File: src/rtl/walk_pkg.sv
// Shared types and helpers for the multi-channel walk request arbiter.
// Holds the arbiter FSM encoding, the channel-index width helper and the round-robin picker.
package walk_pkg;

    typedef enum logic [1:0] {IDLE, PRESENT, GAP} walkState_e;

    localparam int unsigned MAX_CH   = 32;
    localparam int unsigned MAX_CH_W = 5;

    typedef struct packed {
        logic                found;
        logic [MAX_CH_W-1:0] idx;
    } rrPick_t;

    function automatic int unsigned chWidth(input int unsigned n);
        return (n > 1) ? $clog2(n) : 1;
    endfunction

    // First set bit of mask at or after start, wrapping within numCh channels.
    function automatic rrPick_t rrPick(input logic [MAX_CH-1:0] mask,
                                       input int unsigned numCh,
                                       input int unsigned start);
        rrPick_t     r;
        int unsigned j;
        r = '0;
        for (int unsigned k = 0; k < MAX_CH; k++) begin
            if (k < numCh) begin
                j = start + k;
                if (j >= numCh) j = j - numCh;
                if (!r.found && mask[j[MAX_CH_W-1:0]]) begin
                    r.found = 1'b1;
                    r.idx   = j[MAX_CH_W-1:0];
                end
            end
        end
        return r;
    endfunction

endpackage

File: src/rtl/walk_debounce.sv
// Per-button synchroniser and debouncer: one registered accept pulse per qualified press.
// Sync flops and hold flag come out of reset set, so a button held through reset must be released first.
module walk_debounce #(
    parameter int unsigned DEBOUNCE_CYCLES = 16
) (
    input  logic clk,
    input  logic sys_reset_n,
    input  logic btn_async,
    output logic accept_pulse
);

    localparam int unsigned CNT_W = $clog2(DEBOUNCE_CYCLES + 1);

    logic             metaQ, syncedQ, heldQ, acceptQ;
    logic [CNT_W-1:0] countQ;

    always_ff @(posedge clk or negedge sys_reset_n) begin
        if (!sys_reset_n) begin
            metaQ   <= 1'b1;
            syncedQ <= 1'b1;
            heldQ   <= 1'b1;
            acceptQ <= 1'b0;
            countQ  <= '0;
        end else begin
            metaQ   <= btn_async;
            syncedQ <= metaQ;
            acceptQ <= 1'b0;
            if (!syncedQ) begin
                countQ <= '0;
                heldQ  <= 1'b0;
            end else if (!heldQ) begin
                if (countQ == CNT_W'(DEBOUNCE_CYCLES - 1)) begin
                    acceptQ <= 1'b1;
                    heldQ   <= 1'b1;
                end
                countQ <= countQ + 1'b1;
            end
        end
    end

    assign accept_pulse = acceptQ;

endmodule

File: src/rtl/walk_request_arbiter.sv
// Debounced multi-crosswalk request latch with ageing and urgent-first round-robin presentation
// to the traffic controller over a valid/ack handshake.
module walk_request_arbiter
    import walk_pkg::*;
#(
    parameter int unsigned NUM_CH          = 4,
    parameter int unsigned DEBOUNCE_CYCLES = 16,
    parameter int unsigned WAIT_W          = 16,
    parameter int unsigned MAX_WAIT        = 1000,
    localparam int unsigned CH_W           = chWidth(NUM_CH)
) (
    input  logic              clk,
    input  logic              sys_reset_n,
    input  logic [NUM_CH-1:0] walk_btn,
    input  logic [NUM_CH-1:0] walk_clear,
    input  logic              req_ack,
    output logic [NUM_CH-1:0] walk_status,
    output logic              req_valid,
    output logic [CH_W-1:0]   req_ch,
    output logic              req_urgent,
    output logic [WAIT_W-1:0] req_age
);

    logic [NUM_CH-1:0] accept, clearVec, urgent, candidates, pool, statusQ, statusD;
    logic [WAIT_W-1:0] ageQ [NUM_CH];
    walkState_e        stateQ, stateD;
    logic              reqValidQ, reqValidD, reqUrgentQ, reqUrgentD;
    logic [CH_W-1:0]   reqChQ, reqChD, lastServedQ, lastServedD, startIdx;
    rrPick_t           pick;

    for (genvar g = 0; g < NUM_CH; g++) begin : gen_debounce
        walk_debounce #(
            .DEBOUNCE_CYCLES(DEBOUNCE_CYCLES)
        ) u_debounce (
            .clk         (clk),
            .sys_reset_n (sys_reset_n),
            .btn_async   (walk_btn[g]),
            .accept_pulse(accept[g])
        );
    end

    always_comb begin
        for (int i = 0; i < NUM_CH; i++) begin
            clearVec[i] = walk_clear[i] | (req_ack & reqValidQ & (reqChQ == CH_W'(i)));
            urgent[i]   = statusQ[i] & (ageQ[i] >= WAIT_W'(MAX_WAIT));
        end
    end

    // Clear wins over a same-cycle accept.
    assign statusD    = (statusQ | accept) & ~clearVec;
    assign candidates = statusQ & ~walk_clear;
    assign pool       = (|(candidates & urgent)) ? (candidates & urgent) : candidates;
    assign startIdx   = (lastServedQ == CH_W'(NUM_CH - 1)) ? '0 : lastServedQ + 1'b1;
    assign pick       = rrPick(MAX_CH'(pool), NUM_CH, 32'(startIdx));

    always_ff @(posedge clk or negedge sys_reset_n) begin
        if (!sys_reset_n) begin
            statusQ <= '0;
            for (int i = 0; i < NUM_CH; i++) ageQ[i] <= '0;
        end else begin
            statusQ <= statusD;
            for (int i = 0; i < NUM_CH; i++) begin
                if (clearVec[i] || !statusQ[i]) begin
                    ageQ[i] <= '0;
                end else if (ageQ[i] != '1) begin
                    ageQ[i] <= ageQ[i] + 1'b1;
                end
            end
        end
    end

    always_comb begin
        stateD      = stateQ;
        reqValidD   = reqValidQ;
        reqChD      = reqChQ;
        reqUrgentD  = reqUrgentQ;
        lastServedD = lastServedQ;
        unique case (stateQ)
            IDLE: begin
                if (pick.found) begin
                    reqChD     = CH_W'(pick.idx);
                    reqUrgentD = urgent[reqChD];
                    reqValidD  = 1'b1;
                    stateD     = PRESENT;
                end
            end
            PRESENT: begin
                if (req_ack) begin
                    lastServedD = reqChQ;
                    reqValidD   = 1'b0;
                    stateD      = GAP;
                end else if (walk_clear[reqChQ]) begin
                    reqValidD = 1'b0;
                    stateD    = GAP;
                end
            end
            GAP:     stateD = IDLE;
            default: stateD = IDLE;
        endcase
    end

    always_ff @(posedge clk or negedge sys_reset_n) begin
        if (!sys_reset_n) begin
            stateQ      <= IDLE;
            reqValidQ   <= 1'b0;
            reqChQ      <= '0;
            reqUrgentQ  <= 1'b0;
            lastServedQ <= CH_W'(NUM_CH - 1);
        end else begin
            stateQ      <= stateD;
            reqValidQ   <= reqValidD;
            reqChQ      <= reqChD;
            reqUrgentQ  <= reqUrgentD;
            lastServedQ <= lastServedD;
        end
    end

    assign walk_status = statusQ;
    assign req_valid   = reqValidQ;
    assign req_ch      = reqChQ;
    assign req_urgent  = reqUrgentQ;
    assign req_age     = ageQ[reqChQ];

endmodule

File: config.mk
export PLATFORM = sky130hd
export DESIGN_NAME = walk_request_arbiter
export DESIGN_NICKNAME = d
export VERILOG_FILES = /design/src/rtl/walk_pkg.sv /design/src/rtl/walk_debounce.sv /design/src/rtl/walk_request_arbiter.sv
export SDC_FILE = /design/constraint.sdc
export NUM_CORES = 1
export LEC_CHECK = 0
export ABC_AREA = 1
export BUFFER_PORTS_ARGS = -buffer_cell sky130_fd_sc_hd__buf_4
export CORE_MARGIN = 8
export CORE_UTILIZATION = 60
export CTS_CLUSTER_DIAMETER = 60
export DETAILED_ROUTE_END_ITERATION = 7
export PLACE_DENSITY_LB_ADDON = 0.25
export SKIP_CTS_REPAIR_TIMING = 1
export SLEW_MARGIN = 20
export SYNTH_ARGS = -nofsm -noshare
export SYNTH_HDL_FRONTEND = slang
export SYNTH_SLANG_ARGS = --single-unit
File: constraint.sdc
create_clock -name clk -period 3.59 [get_ports clk]
set_input_delay 0.359 -clock clk [delete_from_list [all_inputs] [get_ports clk]]
set_output_delay 0.359 -clock clk [all_outputs]
set_load 0.02 [all_outputs]
**Word level (Yosys, flattened, before mapping)**

Index checks and enable logic that the tools add are counted.

- Register bits: 112
- Input bits: 11

- Add/subtract/negate cells: 16
- Eq/ne operators: 19
- Magnitude comparators: 15
- Reduce and logical (&&, ||, !) cells: 26
- Bitwise logic cells: 20
- Multiplexer cells: 69

Operators by type and width:

| cell | number |
|---|---|
| two-way mux 16 bit | 10 |
| adder 16 x 1 -> 16 bit, second input constant | 4 |
| >= comparator 16 x 10 -> 1 bit, second input constant | 4 |
| != test 16 bit, second input constant | 4 |
| two-way mux 5 bit | 12 |
| binary-select mux 16 bit (select 2 bit) | 1 |
| two-way mux 1 bit | 29 |
| < comparator 5 x 6 -> 1 bit, second input constant | 4 |
| two-way mux 6 bit | 4 |
| adder 5 x 1 -> 5 bit, second input constant | 4 |
| binary-select mux 1 bit (select 5 bit) | 4 |
| == test 5 x 4 -> 1 bit, second input constant | 4 |
| bitwise AND 4 bit | 3 |
| >= comparator 3 bit, second input constant | 4 |
| subtractor 3 x 3 -> 4 bit, second input constant | 3 |
| != test 2 bit, second input constant | 5 |
| nonzero test 2 bit | 5 |
| bitwise AND 1 bit | 9 |
| two-way mux 2 bit | 4 |
| NOT 4 bit | 2 |
| zero test 1 bit | 7 |
| adder 2 x 2 -> 3 bit, second input constant | 2 |
| == test 2 bit, second input constant | 3 |
| < comparator 2 x 3 -> 1 bit, second input constant | 2 |
| other kinds (19) | 32 |

**Logic depth before layout (Yosys ltp)**

- Depth after elaboration: 19
- Gate-level depth with buffers: 23

**Hierarchy**

From an unflattened synthesis, not the netlist that was laid out.

- Cells, all modules: 831
- Area, all modules: 6,543.8 µm²

By module, submodules not included:

| module | cells each | area an instance (µm²) | times used | sequential area each (µm²) |
|---|---|---|---|---|
| walk_request_arbiter | 675 | 4,907.2 | 1 | 1,904.3 |
| walk_debounce | 39 | 409.1 | 4 | 229.0 |

**Least setup slack after synthesis**

Ideal clock, no wire load.

- Path kind: register -> register
- From: reg lastServedQ[0]
- To: reg reqUrgentQ (netlist: req_urgent)
- Setup slack: 1,316 ps
- Setup time: 117 ps
- Path buffers: 0
- Clock period less this slack: 2,274 ps
- Arrival: 2,157 ps
- Stages on the path, launching flop included: 16
- Path through: dfstp_2 inv_1 ha_1 inv_1 xor2_1 inv_1 nand2_1 nand2_1 nor2_2 nand3_2 nand2_2 nand2_2 nand2_1 nand3_1 nand3_1 nand2_1

- Word-level cells in the longest chain between the ends: 18

Ends and longest elaborated chain:

| element | line | RTL |
|---|---|---|
| start, declared | walk_request_arbiter.sv:28 | `logic [CH_W-1:0] reqChQ, reqChD, lastServedQ, lastServedD, startIdx;` |
| start signal, assigned | walk_request_arbiter.sv:108 | `lastServedQ <= CH_W'(NUM_CH - 1);` |
| start signal, assigned | walk_request_arbiter.sv:114 | `lastServedQ <= lastServedD;` |
| adder 2 x 1 -> 2 bit / == test 2 bit (equally long branches) | walk_request_arbiter.sv:53 | `assign startIdx = (lastServedQ == CH_W'(NUM_CH - 1)) ? '0 : lastServedQ + 1'b1;` |
| two-way mux 2 bit * | walk_request_arbiter.sv:53 |  |
| parallel branches: the longest is 13 deep, another holds subtractor 3 x 3 -> 4 bit | -- |  |
| two-way mux 6 bit * | walk_pkg.sv:30 | `if (!r.found && mask[j[MAX_CH_W-1:0]]) begin` |
| binary-select mux 1 bit (select 2 bit) | walk_request_arbiter.sv:82 | `reqUrgentD = urgent[reqChD];` |
| two-way mux 1 bit (implied by the code) | walk_request_arbiter.sv:82 |  |
| end signal, assigned | walk_request_arbiter.sv:113 | `reqUrgentQ <= reqUrgentD;` |
| end, declared | walk_request_arbiter.sv:27 | `logic reqValidQ, reqValidD, reqUrgentQ, reqUrgentD;` |

Every way passes the cells marked *. The select of a mux whose other input is x is not followed.
A chain may end at the register's enable or synchronous reset.

**Final worst setup path**

Same ends and word-level chain as after synthesis.

==> key figures <==
Status
  – Status: finished, final reports clean

Timing
  – Setup_tns: 0 ns
  – Max Slew Vio Count: 0
  – Hold slack: about 0.039 ns
  – # setup viols final: 0
  – Slew margin rel.: 48.6%
  – Max Freq: around 380 MHz
  – Fin. Hold Viols: 0
  – RSZ-0062 raised after global routing: no
  – Worst Skew: between 0.015 and 0.02 ns
  – Post-route minimum period: 2.63 ns
  – Worst-Margin Slew: 0.771 ns
  – Period utilisation layout: 73.3%

Logic synthesis
  – Multiplexer share of the synthesized area: 0%
  – Largest family of logic cells by synthesized area: simple AND/OR/NAND/NOR gates
  – Synth Area in Compound Gates: 16.8%
  – Cell Area, Synth: around 6300 µm²
  – Post-synth EDFFs: 0
  – Distinct cell type count after synthesis: 47
  – Post-synth top flop: dfrtp_1
  – Seq/Total Area, Yosys: 44.9%
  – Mapped Nets: 835
  – Post-synthesis instance total: 805
  – Avg Cell Area, Syn: roughly 8 µm²
  – Synth Area in Simple Gates: 24.9%
  – Synth Area in Adders: under 10%
  – Ys Warns: 0
  – Flops & latches, synth: 112
  – Xor/xnor cell area share of the yosys netlist: 0.140%
  – Synth async-reset ratio: 100%

Detailed routing
  – DR vias: 5670
  – Number of vias per cell: 5.74
  – Final wirelength: ~15 mm
  – DRC Markers: 0
  – DRT Pass-1 Iters: 6
  – First DRT Iteration DRCs: 676
  – ANT nets after route: 0
  – Wirelength per Cell: between 15 and 20 µm

Worst setup path
  – Minimum setup slack among reg-to-reg paths: ~0.96 ns
  – Largest delay share family, worst path: simple AND/OR/NAND/NOR gates
  – Startpoint Class: flop
  – Crit Reg-Reg Endpoint: req_urgent$_DFFE_PN0P_
  – Worst path required time: 3.88 ns
  – CP Cell Sequence: inv_1 > ha_1 > inv_1 > xor2_1 > inv_1 > nand2_1 > nand2_1 > nor2_2 > nand3_2 > nand2_2 > nand2_2 > nand2_1 > nand3_1 > nand3_1 > nand2_1
  – Reg2reg start: lastServedQ[0]$_DFFE_PN1P_
  – Data arrival time of the worst path: 2.92 ns
  – Most used cell, CP: nand2_1
  – Setup CP Type: flop to flop
  – Slowest-stage cell, CP: dfstp_2
  – Critical path buffers and inverters: 3
  – Crit path max fanout: 5
  – Worst R2R Path Depth: 15
  – Largest stage delay, worst path: 0.59 ns
  – Worst setup EP type: flop

Placed design
  – I/O Buffers: 34
  – Global placer's final weighted congestion: 0.958
  – DP Wirelength: roughly 12 mm

Die
  – Die area: 14000 µm²
  – # rows: 37
  – Core area: 10200 µm²
  – IO Count: 35
  – Die Wd: 118 µm
  – Initial Util: 61.3%
  – Die H: about 120 µm

Final layout
  – Area Growth Syn to Fin: 10.3%
  – Most frequent cells in the layout: 136 x inv_1, 124 x nand2_1, 102 x nor2_1
  – Layout cells sized above 1: 12.9%
  – Final Util: just under 70%
  – Nets@finish: around 900
  – Layout filler cell count: 803
  – Commonest non-fill, non-tap cell in the layout: inv_1
  – Antenna cell count: 0

Power
  – VDD IR max: 0.338 mV
  – P per Cell Area: 410 nW/µm²
  – Leak: 3.02 nW

Job
  – Max-cap violation count: 0

GRT
  – Pin count of the biggest net entering global routing: 60
  – GRT Total Usage: 22.4%
  – Total global routing overflow: 0
  – Global-route wire length before repair: 26.1 mm
  – Vias in the first global route: 5640
  – Initial antenna violation count: 0

Clocking
  – Clk_lat worst skew: around 0.38 ns
  – H-Tree Depth: 3
  – Clock root cell: clkbuf_8
  – CTS Sinks: between 100 and 150
  – Clock transition at path regs: roughly 0.11 ns
  – CTS buffer count: 9
  – CTS tree: done
  – Max Buffers Root-to-Sink: 2

Min path
  – Hold Crit Class: input pin to asynchronous set/reset pin
[metrics by stage]
stage / std cells / worst slack, ns / instance area (µm²) / total power, mW
5_1_grt: 988 / 0.645 / 6920 / 2.99
3_5_place_dp: 972 / 0.999 / 6720 / 2.11
6_report: 988 / 0.957 / 6920 / 2.84
3_3_place_gp: 972 / 1.17 / 6720 / 2.07
4_1_cts: 988 / 0.992 / 6920 / 2.85
2_1_floorplan: 805 / 1.32 / 6280 / 1.90
[flip-flops by register name (all words and copies together) (netlist names)]
register                              flops
lastServedQ                               2
req_urgent                                1
stateQ                                    2
gen_debounce.u_debounce.accept_pulse      4
gen_debounce.u_debounce.metaQ             4
req_ch                                    2
walk_status                               4
gen_debounce.u_debounce.heldQ             4
req_valid                                 1
ageQ                                     64
gen_debounce.u_debounce.syncedQ           4
gen_debounce.u_debounce.countQ           20
[cell type report]
| class | count | area (µm²) | share of cell area, % |
|---|---|---|---|
| Multi-Input combinational cell | 538 | 2870 | 41.4 |
| Sequential cell | 112 | 2820 | 40.7 |
| Inverter | 146 | 556 | 8.02 |
| Timing Repair Buffer | 40 | 313 | 4.52 |
| Tap cell | 136 | 170 | 2.46 |
| Clock buffer | 10 | 138 | 1.99 |
| Clock inverter | 6 | 61.3 | 0.886 |
[synthesized netlist by cell type (15+ instances only)]
cell | instances | area share (%)
ha_1 | 19 | 3.8
a211oi_1 | 15 | 1.8
a22oi_1 | 16 | 1.9
nor3_1 | 31 | 2.5
dfrtp_1 | 98 | 39
nand3_1 | 49 | 3.9
a21oi_1 | 44 | 3.5
inv_1 | 136 | 8.1
nor2_1 | 102 | 6.1
nand2_1 | 124 | 7.4
o21ai_0 | 51 | 4.1
[report_power, final]
group | internal [mW] | switching (mW) | total [mW]
registers | 1.33 | 0.0510 | 1.38
clock network | 0.290 | 0.454 | 0.744
logic | 0.223 | 0.493 | 0.715
[worst max path at each step]
stage | startpoint | end | slack [ns] | depth (start not counted)
floorplan | lastServedQ[0]$_DFFE_PN1P_ | req_urgent$_DFFE_PN0P_ | 1.32 | 15
global placement | lastServedQ[0]$_DFFE_PN1P_ | req_urgent$_DFFE_PN0P_ | 1.17 | 15
detailed placement | lastServedQ[0]$_DFFE_PN1P_ | req_urgent$_DFFE_PN0P_ | 1.0 | 15
CTS | lastServedQ[0]$_DFFE_PN1P_ | req_urgent$_DFFE_PN0P_ | 0.99 | 15
global route | ageQ[48]$_DFFE_PN0P_ | ageQ[63]$_DFFE_PN0P_ | 0.65 | 16
finish | lastServedQ[0]$_DFFE_PN1P_ | req_urgent$_DFFE_PN0P_ | 0.96 | 15
[metal layers]
metal | global-route usage (%) | routed length (µm)
met1 | 26.9 | 6390
met2 | 38.1 | 7540
met3 | 4.66 | 1010
met4 | 10.2 | 504
met5 | 0 | 0
[cells by family (layout without fill, tap and decap cells)]
group,count (synthesis),in the layout
XOR/XNOR,1,1
adder cells (fa/ha/maj),19,19
AO/OA/AOI/OAI,172,172
flip-flops,112,112
AND/OR/NAND/NOR,346,346
buffers and inverters,155,202
[worst register-to-register path, stage by stage, from the launching register on]
cell,delay (ns)
dfstp_2,0.59
inv_1,0.05
ha_1,0.35
inv_1,0.11
xor2_1,0.31
inv_1,0.13
nand2_1,0.11
nand2_1,0.08
nor2_2,0.19
nand3_2,0.13
nand2_2,0.12
nand2_2,0.07
nand2_1,0.06
nand3_1,0.08
nand3_1,0.10
nand2_1,0.06
(Power assumes the default switching activity.)
